--- config.mk ---
export PLATFORM = sky130hd
export DESIGN_NAME = capture_sequencer
export DESIGN_NICKNAME = d
export VERILOG_FILES = /design/src/rtl/capture_sequencer.sv
export SDC_FILE = /design/constraint.sdc
export NUM_CORES = 1
export LEC_CHECK = 0
export BUFFER_PORTS_ARGS = -buffer_cell sky130_fd_sc_hd__buf_2
export CORE_MARGIN = 2
export CORE_UTILIZATION = 45
export DETAILED_ROUTE_END_ITERATION = 16
export PLACE_DENSITY = 0.67
export SYNTH_ARGS = -nofsm -noshare
export SYNTH_HDL_FRONTEND = slang
export SYNTH_SLANG_ARGS = --single-unit
--- constraint.sdc ---
create_clock -name clk -period 9.34 [get_ports clk]
set_clock_uncertainty 0.2 [all_clocks]
set_input_delay 1.401 -clock clk [delete_from_list [all_inputs] [get_ports clk]]
set_output_delay 1.401 -clock clk [all_outputs]
set_load 0.05 [all_outputs]
--- src/rtl/capture_sequencer.sv ---
// Input-capture controller: arms the capture unit, averages 2^k samples by
// shifting, flags a missing input by timeout and presents results over valid/ready.
module capture_sequencer #(
  parameter int unsigned TIMEOUT_CYCLES = 150000000,
  parameter int unsigned MAX_LOG2       = 4,
  parameter int unsigned TW             = 32
) (
  input  logic          clk,
  input  logic          rst,
  input  logic          start,
  input  logic          abort,
  input  logic          continuous,
  input  logic [2:0]    avg_log2,
  output logic          cap_clear,
  output logic          cap_en,
  input  logic          cap_done,
  input  logic [TW-1:0] cap_high,
  input  logic [TW-1:0] cap_low,
  input  logic [TW-1:0] cap_period,
  output logic          res_valid,
  input  logic          res_ready,
  output logic [TW-1:0] avg_period,
  output logic [TW-1:0] avg_high,
  output logic [TW-1:0] avg_low,
  output logic          no_signal,
  output logic          busy
);

  localparam int unsigned AW  = TW + MAX_LOG2;
  localparam int unsigned CW  = MAX_LOG2 + 1;
  localparam int unsigned KW  = (MAX_LOG2 < 1) ? 1 : $clog2(MAX_LOG2 + 1);
  localparam int unsigned TOW = (TIMEOUT_CYCLES < 2) ? 1 : $clog2(TIMEOUT_CYCLES + 1);
  localparam logic [TOW-1:0] TO_LAST = TOW'(TIMEOUT_CYCLES - 1);

  typedef enum logic [2:0] {
    S_IDLE,
    S_CLEAR,
    S_WAIT,
    S_AVG,
    S_DONE
  } state_t;

  state_t         state, state_nx;
  logic           done_q;
  logic [KW-1:0]  k_q;
  logic [KW-1:0]  k_in;
  logic           cont_q;
  logic [AW-1:0]  acc_p, acc_h, acc_l;
  logic [CW-1:0]  cnt;
  logic [CW-1:0]  cnt_inc;
  logic [CW-1:0]  target;
  logic [TOW-1:0] tcnt;
  logic           sample_hit;
  logic           last_hit;
  logic           timeout_hit;

  always_comb begin
    k_in = KW'(avg_log2);
    if (32'(avg_log2) > MAX_LOG2) k_in = KW'(MAX_LOG2);
  end

  assign cnt_inc     = cnt + CW'(1);
  assign target      = CW'(1) << k_q;
  assign sample_hit  = (state == S_WAIT) && cap_done && !done_q;
  assign last_hit    = sample_hit && (cnt_inc == target);
  // A sample in the same cycle as the timeout threshold takes precedence.
  assign timeout_hit = (state == S_WAIT) && !sample_hit && (tcnt == TO_LAST);

  always_ff @(posedge clk or negedge rst) begin
    if (!rst) state <= S_IDLE;
    else      state <= state_nx;
  end

  always_comb begin
    state_nx = state;
    unique case (state)
      S_IDLE:  if (start) state_nx = S_CLEAR;
      S_CLEAR: state_nx = S_WAIT;
      S_WAIT: begin
        if (last_hit)         state_nx = S_AVG;
        else if (timeout_hit) state_nx = S_DONE;
      end
      S_AVG:   state_nx = S_DONE;
      S_DONE:  if (res_ready) state_nx = cont_q ? S_CLEAR : S_IDLE;
      default: state_nx = S_IDLE;
    endcase
    if (abort && (state != S_IDLE)) state_nx = S_IDLE;
  end

  assign cap_clear = (state == S_CLEAR);
  assign cap_en    = (state == S_WAIT);
  assign res_valid = (state == S_DONE);
  assign busy      = (state != S_IDLE);

  always_ff @(posedge clk or negedge rst) begin
    if (!rst) begin
      done_q     <= 1'b0;
      k_q        <= '0;
      cont_q     <= 1'b0;
      acc_p      <= '0;
      acc_h      <= '0;
      acc_l      <= '0;
      cnt        <= '0;
      tcnt       <= '0;
      avg_period <= '0;
      avg_high   <= '0;
      avg_low    <= '0;
      no_signal  <= 1'b0;
    end else begin
      done_q <= cap_done;
      unique case (state)
        S_IDLE: begin
          if (start) begin
            k_q    <= k_in;
            cont_q <= continuous;
          end
        end
        S_CLEAR: begin
          acc_p <= '0;
          acc_h <= '0;
          acc_l <= '0;
          cnt   <= '0;
          tcnt  <= '0;
        end
        S_WAIT: begin
          if (!abort) begin
            if (sample_hit) begin
              acc_p <= acc_p + AW'(cap_period);
              acc_h <= acc_h + AW'(cap_high);
              acc_l <= acc_l + AW'(cap_low);
              cnt   <= cnt_inc;
              tcnt  <= '0;
            end else begin
              tcnt <= tcnt + TOW'(1);
            end
            if (timeout_hit) begin
              no_signal  <= 1'b1;
              avg_period <= '0;
              avg_high   <= '0;
              avg_low    <= '0;
            end
          end
        end
        S_AVG: begin
          if (!abort) begin
            avg_period <= TW'(acc_p >> k_q);
            avg_high   <= TW'(acc_h >> k_q);
            avg_low    <= TW'(acc_l >> k_q);
            no_signal  <= 1'b0;
          end
        end
        default: ;
      endcase
    end
  end

endmodule

Word-level counts from Yosys, hierarchy flattened
Index checks and enable logic that the tools add are counted.
{ "word_totals": {"ff_bits": 246, "inputBits": 106, "output_inout_bits": 101, "elab_cells": 88} }
{ "op_classes": {"n_addsub": 5, "order_cmp": 1, "eq_ne": 13, "n_shift": 4, "mux": 35, "n_reduce_logical": 17} }
{ "ops": {"columns": ["operator", "count"], "rows": [
  ["$mux W36", 6],
  ["$pmux W36 S2", 3],
  ["$pmux W32 S2", 3],
  ["$mux W32", 5],
  ["$add A36 B32 Y36", 3],
  ["$shr A36 B3 Y32", 3],
  ["$mux W28", 2],
  ["$pmux W28 S2", 1],
  ["$add A28 B1 Y28 const B", 1],
  ["$eq A28 B28 Y1 const B", 1],
  ["$mux W3", 6],
  ["$pmux W3 S5", 1],
  ["$mux W5", 2],
  ["$pmux W5 S2", 1],
  ["$eq A3 B2 Y1 const B", 2],
  ["$logic_and A1 B1 Y1", 6],
  ["$reduce_and A3 Y1", 2],
  ["$add A5 B1 Y5 const B", 1],
  ["$eq A5 B5 Y1", 1],
  ["$shl A1 B3 Y5 const A", 1],
  ["$mux W1", 4],
  ["$ne A2 B1 Y1 const B", 2],
  ["$ne A2 B2 Y1 const B", 2],
  ["$ne A4 B1 Y1 const B", 1],
  ["12 further kinds", 15]
]} }

Depth between registers and ports, before layout
Gate-level depths: netlist of the first run.
{ "logic_depth": {"word_depth": 10, "ltp_mapped": 12, "ltp_nobuf": 10} }

Worst setup path after synthesis of the first run
No wires, ideal clock.
{ "synth_path": {"path_kind": "input -> register", "from": "in cap_period[0]", "to": "reg acc_p[24]", "setup_time_ns": 0.135, "arrival_time_ns": 3.675, "required_ns": 9.005, "slack_ns": 5.330, "path_stages": 10, "path_buffers": 0, "cell_sequence": "ha_1 -> fa_1 -> a21o_1 -> a221o_1 -> a41o_1 -> o41a_4 -> a31o_1 -> a21oi_2 -> xor2_1 -> o21ai_0"} }
{ "synth_via": {"elab_chain_len": 4} }
{ "synth_rtl": {"columns": ["item", "line_no", "rtl"], "rows": [
  ["start, declared", "19", "input logic [TW-1:0] cap_period,"],
  ["$add A36 B32 Y36", "128", "acc_p <= acc_p + AW'(cap_period);"],
  ["$mux W36", "127", "if (sample_hit) begin"],
  ["$mux W36", "126", "if (!abort) begin"],
  ["$pmux W36 S2", "111", "unique case (state)"],
  ["end signal, assigned", "128", null],
  ["end, declared", "48", "logic [AW-1:0] acc_p, acc_h, acc_l;"]
]} }
Every way passes these cells. The select of a mux whose other input is x is not followed.
A chain may end at the register's enable or synchronous reset.

Final worst setup path of the first run
{ "layout_path": {"from": "reg state[2]", "to": "out cap_clear"} }
{ "layout_via": {"elab_chain_len": 1} }
{ "layout_rtl": {"columns": ["item", "line_no", "rtl"], "rows": [
  ["start, declared", "43", "state_t state, state_nx;"],
  ["start signal, assigned", "71", "else state <= state_nx;"],
  ["$eq A3 B1 Y1", "90", "assign cap_clear = (state == S_CLEAR);"],
  ["end, declared", "14", "output logic cap_clear,"]
]} }
Every way passes these cells.

==> impl_metrics.py, run 1 <==
metrics = {
    "floorplanning": {
        "die_h_um": 207,
        "rows": 74,
        "start_util_pct": 45.5,
        "io_pins": 207,
        "die_x_um": 207,
        "core_area_um2": 40600,
        "dieArea_um2": 42700,
    },
    "power": {
        "leakagePower_nw": 9.90,
        "vdd_drop_max_mv": 0.199,
        "p_per_area_nw_per_um2": 374,
    },
    "timing": {
        "max_freq_ghz": 0.223,
        "tightest_slew_ps": 1120,
        "drv_slew": 0,
        "hold_slack_ps": 278,
        "period_share_pct": 48.1,
        "fin_ws_ps": 4850,
        "tns_ps": 0,
        "finalSetupViolations": 0,
        "hold_violations": 0,
        "rsz0062_at_grt": "false",
        "min_period_ps": 4490,
        "slew_headroom_pct": 25.4,
    },
    "global_routing": {
        "grt_busiest_layer": "met2",
        "grt_util_met1_pct": 36.1,
        "grt_util_met3_pct": 3.58,
        "grt_pass1_vias": 15600,
        "antenna_found_initial": 1,
        "grt_pass1_wl_um": 86500,
        "grt_max_degree": 122,
        "grt_overflow": 0,
        "grt_use_total_pct": 25.6,
        "gr-usage-met2_pct": 40.4,
    },
    "cts": {
        "clock_path_buffers": 3,
        "cts_setup_buffers": 0,
        "hold_buffers": 0,
        "cts_root_buf": "clkbuf_16",
        "numCtsBuffers": 29,
        "cts_max_level": 1,
        "cts.sinks": 246,
        "post_cts_resized": 0,
        "worstSkewPairLatency_ps": 570,
        "tritoncts": "done",
        "path_clk_slew_ps": 60,
    },
    "worst_setup_path": {
        "crit_path_top_delay_cell": "clkinv_1",
        "crit_arrival_ps": 2890,
        "end_kind": "output pin",
        "crit_path_max_fanout": 18,
        "criticalPathCategory": "reg2out",
        "crit_path_start_kind": "register",
        "max_stage_delay_ps": 770,
        "crit_chain": "inv_1 > nand3b_1 > clkinv_1 > buf_2",
        "worst_ep_required_time_ps": 7740,
    },
    "placed_design": {
        "dpl_worst_slack_ps": 4910,
        "place_congestion": 0.883,
        "dp_hpwl_um": 39500,
        "port-buffer-count": 206,
    },
    "detailed_routing": {
        "wl_um": 55000,
        "drt_iter0_drc": 1201,
        "via_per_inst": 6.11,
        "wl_per_cell_um": 20.5,
        "postRouteAntennaNets": 0,
        "first_pass_iters": 6,
        "drc": 0,
        "num_vias": 16400,
    },
    "job": {
        "maxCapViolations": 0,
    },
    "synth": {
        "syn_area_um2": 18500,
        "ys_ff_latch": 246,
        "async_reset_ff_share_pct": 100,
        "syn_avg_cell_area_um2": 9.14,
        "ys_seq_area_share_pct": 33.3,
        "yosysWarnings": 0,
        "syn-num-nets": 2230,
        "synth_cells": 2023,
        "synth_ff_type": "dfrtp_1",
        "synth_edf_count": 0,
        "synth_cell_types": 91,
    },
    "final_layout": {
        "final_core_util_pct": 50.9,
        "area_growth_pct": 12.0,
        "n_antenna_cell": 0,
        "drive_gt1_share_pct": 16.4,
        "nNetsFinal": 2340,
    },
    "hold_path": {
        "hold_path_class": "reg2reg",
    },
    "outcome": {
        "status": "complete, no violations",
    },
}
-- synth_stat cells, types with 6 or more instances --
master	count	area share [%]
nand2_1	285	5.8
dfrtp_1	246	33
mux2i_1	144	7.8
o21ai_0	141	3.8
a21oi_1	112	3.0
ha_1	98	6.6
nor2_1	97	2.0
clkbuf_1	85	1.7
o22ai_1	72	2.4
a21o_1	65	2.6
xor2_1	57	2.7
mux4_2	53	6.5
xnor2_1	42	2.0
and3_1	36	1.2
nand3_1	36	0.97
buf_2	34	0.92
o31ai_1	33	1.3
nand4_1	28	0.95
a211oi_1	26	1.1
inv_1	25	0.51
o211ai_1	21	0.85
nor2b_1	19	0.64
nor3_1	17	0.46
and2_1	16	0.54
a31oi_1	15	0.51
buf_1	15	0.30
nand2b_1	12	0.41
o21a_1	11	0.45
a22o_1	10	0.47
or3_1	9	0.30
nor4b_1	8	0.38
o21bai_1	8	0.32
o31a_1	8	0.38
or2_2	8	0.27
o32ai_1	7	0.33
nor4_1	6	0.20
-- cells by family after synthesis --
group / Yosys count / synth area share [%]
flip-flops: 246 / 33.3
multiplexers: 202 / 14.6
adder cells (fa/ha/maj): 101 / 6.96
buffers and inverters: 168 / 3.74
AO/OA/AOI/OAI: 599 / 21.3
AND/OR/NAND/NOR: 608 / 15.4
XOR/XNOR: 99 / 4.69
-- state kept, by name, indices dropped and copies added, names as in the netlist --
| name | flops |
|---|---|
| acc_h | 36 |
| cnt | 5 |
| k_q | 3 |
| acc_l | 36 |
| avg_high | 32 |
| done_q | 1 |
| tcnt | 28 |
| acc_p | 36 |
| avg_period | 32 |
| state | 3 |
| cont_q | 1 |
| no_signal | 1 |
| avg_low | 32 |
-- metal layers --
metal	vias up	wire length (µm)
met5	-	0
met2	522	25000
li1	7764	-
met1	8030	24900
met3	94	3330
met4	0	1840
-- critical path: cells and delay by family, from the launching register on --
family	cells	cell delay (ps)
AND/OR/NAND/NOR	1	510
flip-flops	1	450
buffers and inverters	3	1350
-- cell usage in the layout, fill, tap and decap left out, drive strengths merged, types with 19 or more instances in the layout --
master,count
nand2,287
dfrtp,246
buf,218
o21ai,146
mux2i,144
a21oi,115
nor2,100
ha,98
o22ai,72
a21o,65
xor2,57
mux4,53
clkbuf,43
xnor2,42
and3,36
nand3,36
o31ai,34
nand4,28
inv,28
a211oi,27
o211ai,23
nor2b,19
-- where the power goes --
| part | switching (W) | internal, W |
|---|---|---|
| Sequential | 0.000543 | 0.00147 |
| Combinational | 0.00289 | 0.00165 |
| Clock | 0.000477 | 0.000717 |
| Total | 0.00391 | 0.00383 |
-- path summary, 6_finish.rpt --
check | from | endpoint | slack, ps | cells past startpoint
max | state[2] | cap_clear | 4850 | 4
min in group asynchronous | rst | acc_h[14] | 680 | 1
max in group asynchronous | rst | avg_period[18] | 6670 | 2
max reg2reg | state[2] | acc_l[32] | 5100 | 9
min reg2reg | avg_low[8] | avg_low[8] | 280 | 2
min | avg_low[8] | avg_low[8] | 280 | 2
-- layout make-up --
class / instances / area [µm²]
Inverter: 29 / 113
Multi-Input combinational cell: 1609 / 11700
Tap cell: 532 / 666
Clock buffer: 43 / 828
Sequential cell: 246 / 6160
Timing Repair Buffer: 218 / 1130
Clock inverter: 7 / 139
Fill cell: 3799 / 19900
-- stage by stage --
stage          cell area, µm²  power (W)  std cells
2_1_floorplan           18500    0.00534       2023
3_3_place_gp            19700    0.00642       2634
3_5_place_dp            19700    0.00650       2634
4_1_cts                 20700    0.00772       2684
5_1_grt                 20700    0.00825       2684
6_report                20700    0.00774       2684
Note: power is estimated with default switching activity, not from simulation.
==> run 2: changes to the inputs <==
==> constraint.sdc (replaced) <==
create_clock -name clk -period 4.55 [get_ports clk]
set_clock_uncertainty 0.2 [all_clocks]
set_input_delay 0.6825 -clock clk [delete_from_list [all_inputs] [get_ports clk]]
set_output_delay 0.6825 -clock clk [all_outputs]
set_load 0.05 [all_outputs]
==> run 2 against run 1 <==
Effect of this change:
- worst hold slack got worse by 270 ps
- routed wire length increased by 0.48%
- global-route usage increased by 0.53 points
- critical path depth increased by 4
- highest routed layer unchanged
- design area increased by 1.2%
==> impl_metrics.py, run 2 (synthesis results as in run 1) <==
metrics = {
    "cts": {
        "cts_max_level": 2,
        "cts_root_buf": "clkbuf_16",
        "path_clk_slew_ps": 60,
        "post_cts_resized": 0,
        "clock_path_buffers": 3,
        "hold_buffers": 0,
        "numCtsBuffers": 34,
        "tritoncts": "done",
        "cts_setup_buffers": 0,
        "worstSkewPairLatency_ps": 540,
        "cts.sinks": 246,
    },
    "worst_setup_path": {
        "criticalPathCategory": "reg2reg",
        "crit_path_start_kind": "register",
        "crit_arrival_ps": 3630,
        "end_kind": "register",
        "worst_ep_required_time_ps": 4720,
        "crit_path_max_fanout": 76,
    },
    "timing": {
        "drv_slew": 0,
        "hold_slack_ps": 4.64,
        "hold_violations": 0,
        "tightest_slew_ps": 1080,
        "slew_headroom_pct": 27.8,
        "tns_ps": 0,
        "max_freq_ghz": 0.289,
        "min_period_ps": 3460,
        "finalSetupViolations": 0,
        "period_share_pct": 76.0,
        "rsz0062_at_grt": "false",
    },
    "floorplanning": {
        "die_h_um": 207,
        "die_x_um": 207,
        "dieArea_um2": 42700,
        "core_area_um2": 40600,
        "io_pins": 207,
        "start_util_pct": 45.5,
        "rows": 74,
    },
    "placed_design": {
        "dp_hpwl_um": 40300,
        "place_congestion": 0.911,
        "port-buffer-count": 206,
        "place_area_um2": 19800,
    },
    "global_routing": {
        "grt_overflow": 0,
        "grt_use_total_pct": 26.1,
        "grt_pass1_vias": 15900,
        "grt_max_degree": 115,
        "grt_pass1_wl_um": 87900,
        "antenna_found_initial": 0,
    },
    "detailed_routing": {
        "drt_iter0_drc": 1085,
        "drt-met1-wl_um": 25100,
        "via_per_inst": 6.04,
        "wl_met3_um": 3430,
        "first_pass_iters": 5,
        "num_vias": 16300,
        "drc": 0,
        "postRouteAntennaNets": 0,
        "wl_per_cell_um": 20.4,
        "routed.top_layer": "met4",
        "wl_um": 55300,
        "wl_met2_um": 24400,
    },
    "power": {
        "switching_share_pct": 50.0,
        "vdd_drop_max_mv": 0.428,
        "p_int_w": 0.00808,
        "leakagePower_nw": 10.0,
        "finalPower_w": 0.0162,
        "p_per_area_nw_per_um2": 771,
        "p_seq_share_pct": 26.0,
        "p_comb_share_pct": 57.2,
        "power.switching_w": 0.00809,
        "clockPowerShare_pct": 16.8,
    },
    "final_layout": {
        "final_cell_mix": "nand2_1 (285), dfrtp_1 (244), buf_2 (205)",
        "area_growth_pct": 13.4,
        "final_cell_area_um2": 21000,
        "nNetsFinal": 2353,
        "drive_gt1_share_pct": 17.2,
        "n_antenna_cell": 0,
        "layout_commonest_cell": "nand2_1",
        "top_regs": "acc_h: 36 flops, acc_l: 36 flops, acc_p: 36 flops",
    },
    "hold_path": {
        "hold_path_class": "in2async",
    },
    "outcome": {
        "status": "complete, no violations",
    },
    "job": {
        "maxCapViolations": 0,
    },
}
-- run 2: cell count changes in the layout (fill, tap and decap cells not counted), moves of 3 or more --
| cell | delta |
|---|---|
| buf_12 | +3 |
| buf_4 | +5 |
| clkbuf_16 | +6 |
| clkinv_4 | +3 |
| clkinvlp_4 | +3 |
-- run 2: power by group through the flow --
stage | Combinational [W] | Sequential, W | Clock (W)
floorplan | 0.00599 | 0.00498 | 0
global placement | 0.00905 | 0.00417 | 0
detailed placement | 0.00917 | 0.00422 | 0
CTS | 0.00922 | 0.00419 | 0.00276
global route | 0.0101 | 0.00433 | 0.00287
finish | 0.00925 | 0.00420 | 0.00272
-- run 2: metal layers --
| metal | vias up | GRT usage (%) |
|---|---|---|
| li1 | 7787 | - |
| met5 | - | 0 |
| met3 | 125 | 4.71 |
| met1 | 7915 | 36.4 |
| met4 | 0 | 11.2 |
| met2 | 496 | 39.9 |
-- run 2: path summary, 6_finish.rpt --
kind | slack [ps] | cells after the start | startpoint | end
min in group clk | 80 | 1 | cap_done | done_q
worst max register to register | 1090 | 8 | state[0] | avg_period[21]
worst min register to register | 270 | 2 | avg_low[12] | avg_low[12]
worst min-delay path | 5 | 1 | rst | acc_h[1]
max in group asynchronous | 3030 | 2 | rst | acc_l[24]
worst max-delay path | 1090 | 8 | state[0] | avg_period[21]
-- run 2: critical path, stage by stage, from the launching register on --
cell and delay (ps):
dfrtp_1 470, or3b_1 680, clkinv_2 200, nand2_2 130, nor2_2 130, nand4_1 230
a21oi_4 230, buf_4 740, o22ai_1 210
-- run 2: cell type report --
class | count | area [µm²]
flip-flops and latches | 246 | 6160
fillers | 3759 | 19700
clock inverters | 13 | 163
inverters | 29 | 113
multi-input cells | 1609 | 11700
clock buffers | 47 | 961
repair buffers | 226 | 1230
well taps | 532 | 666
-- run 2: per-stage QoR --
step	std cells	util, %	setup slack, ps
2_1_floorplan	2023	-	1260
3_3_place_gp	2642	48.8	934
3_5_place_dp	2642	48.8	845
4_1_cts	2702	51.6	1120
5_1_grt	2702	51.6	854
6_report	2702	51.6	1090
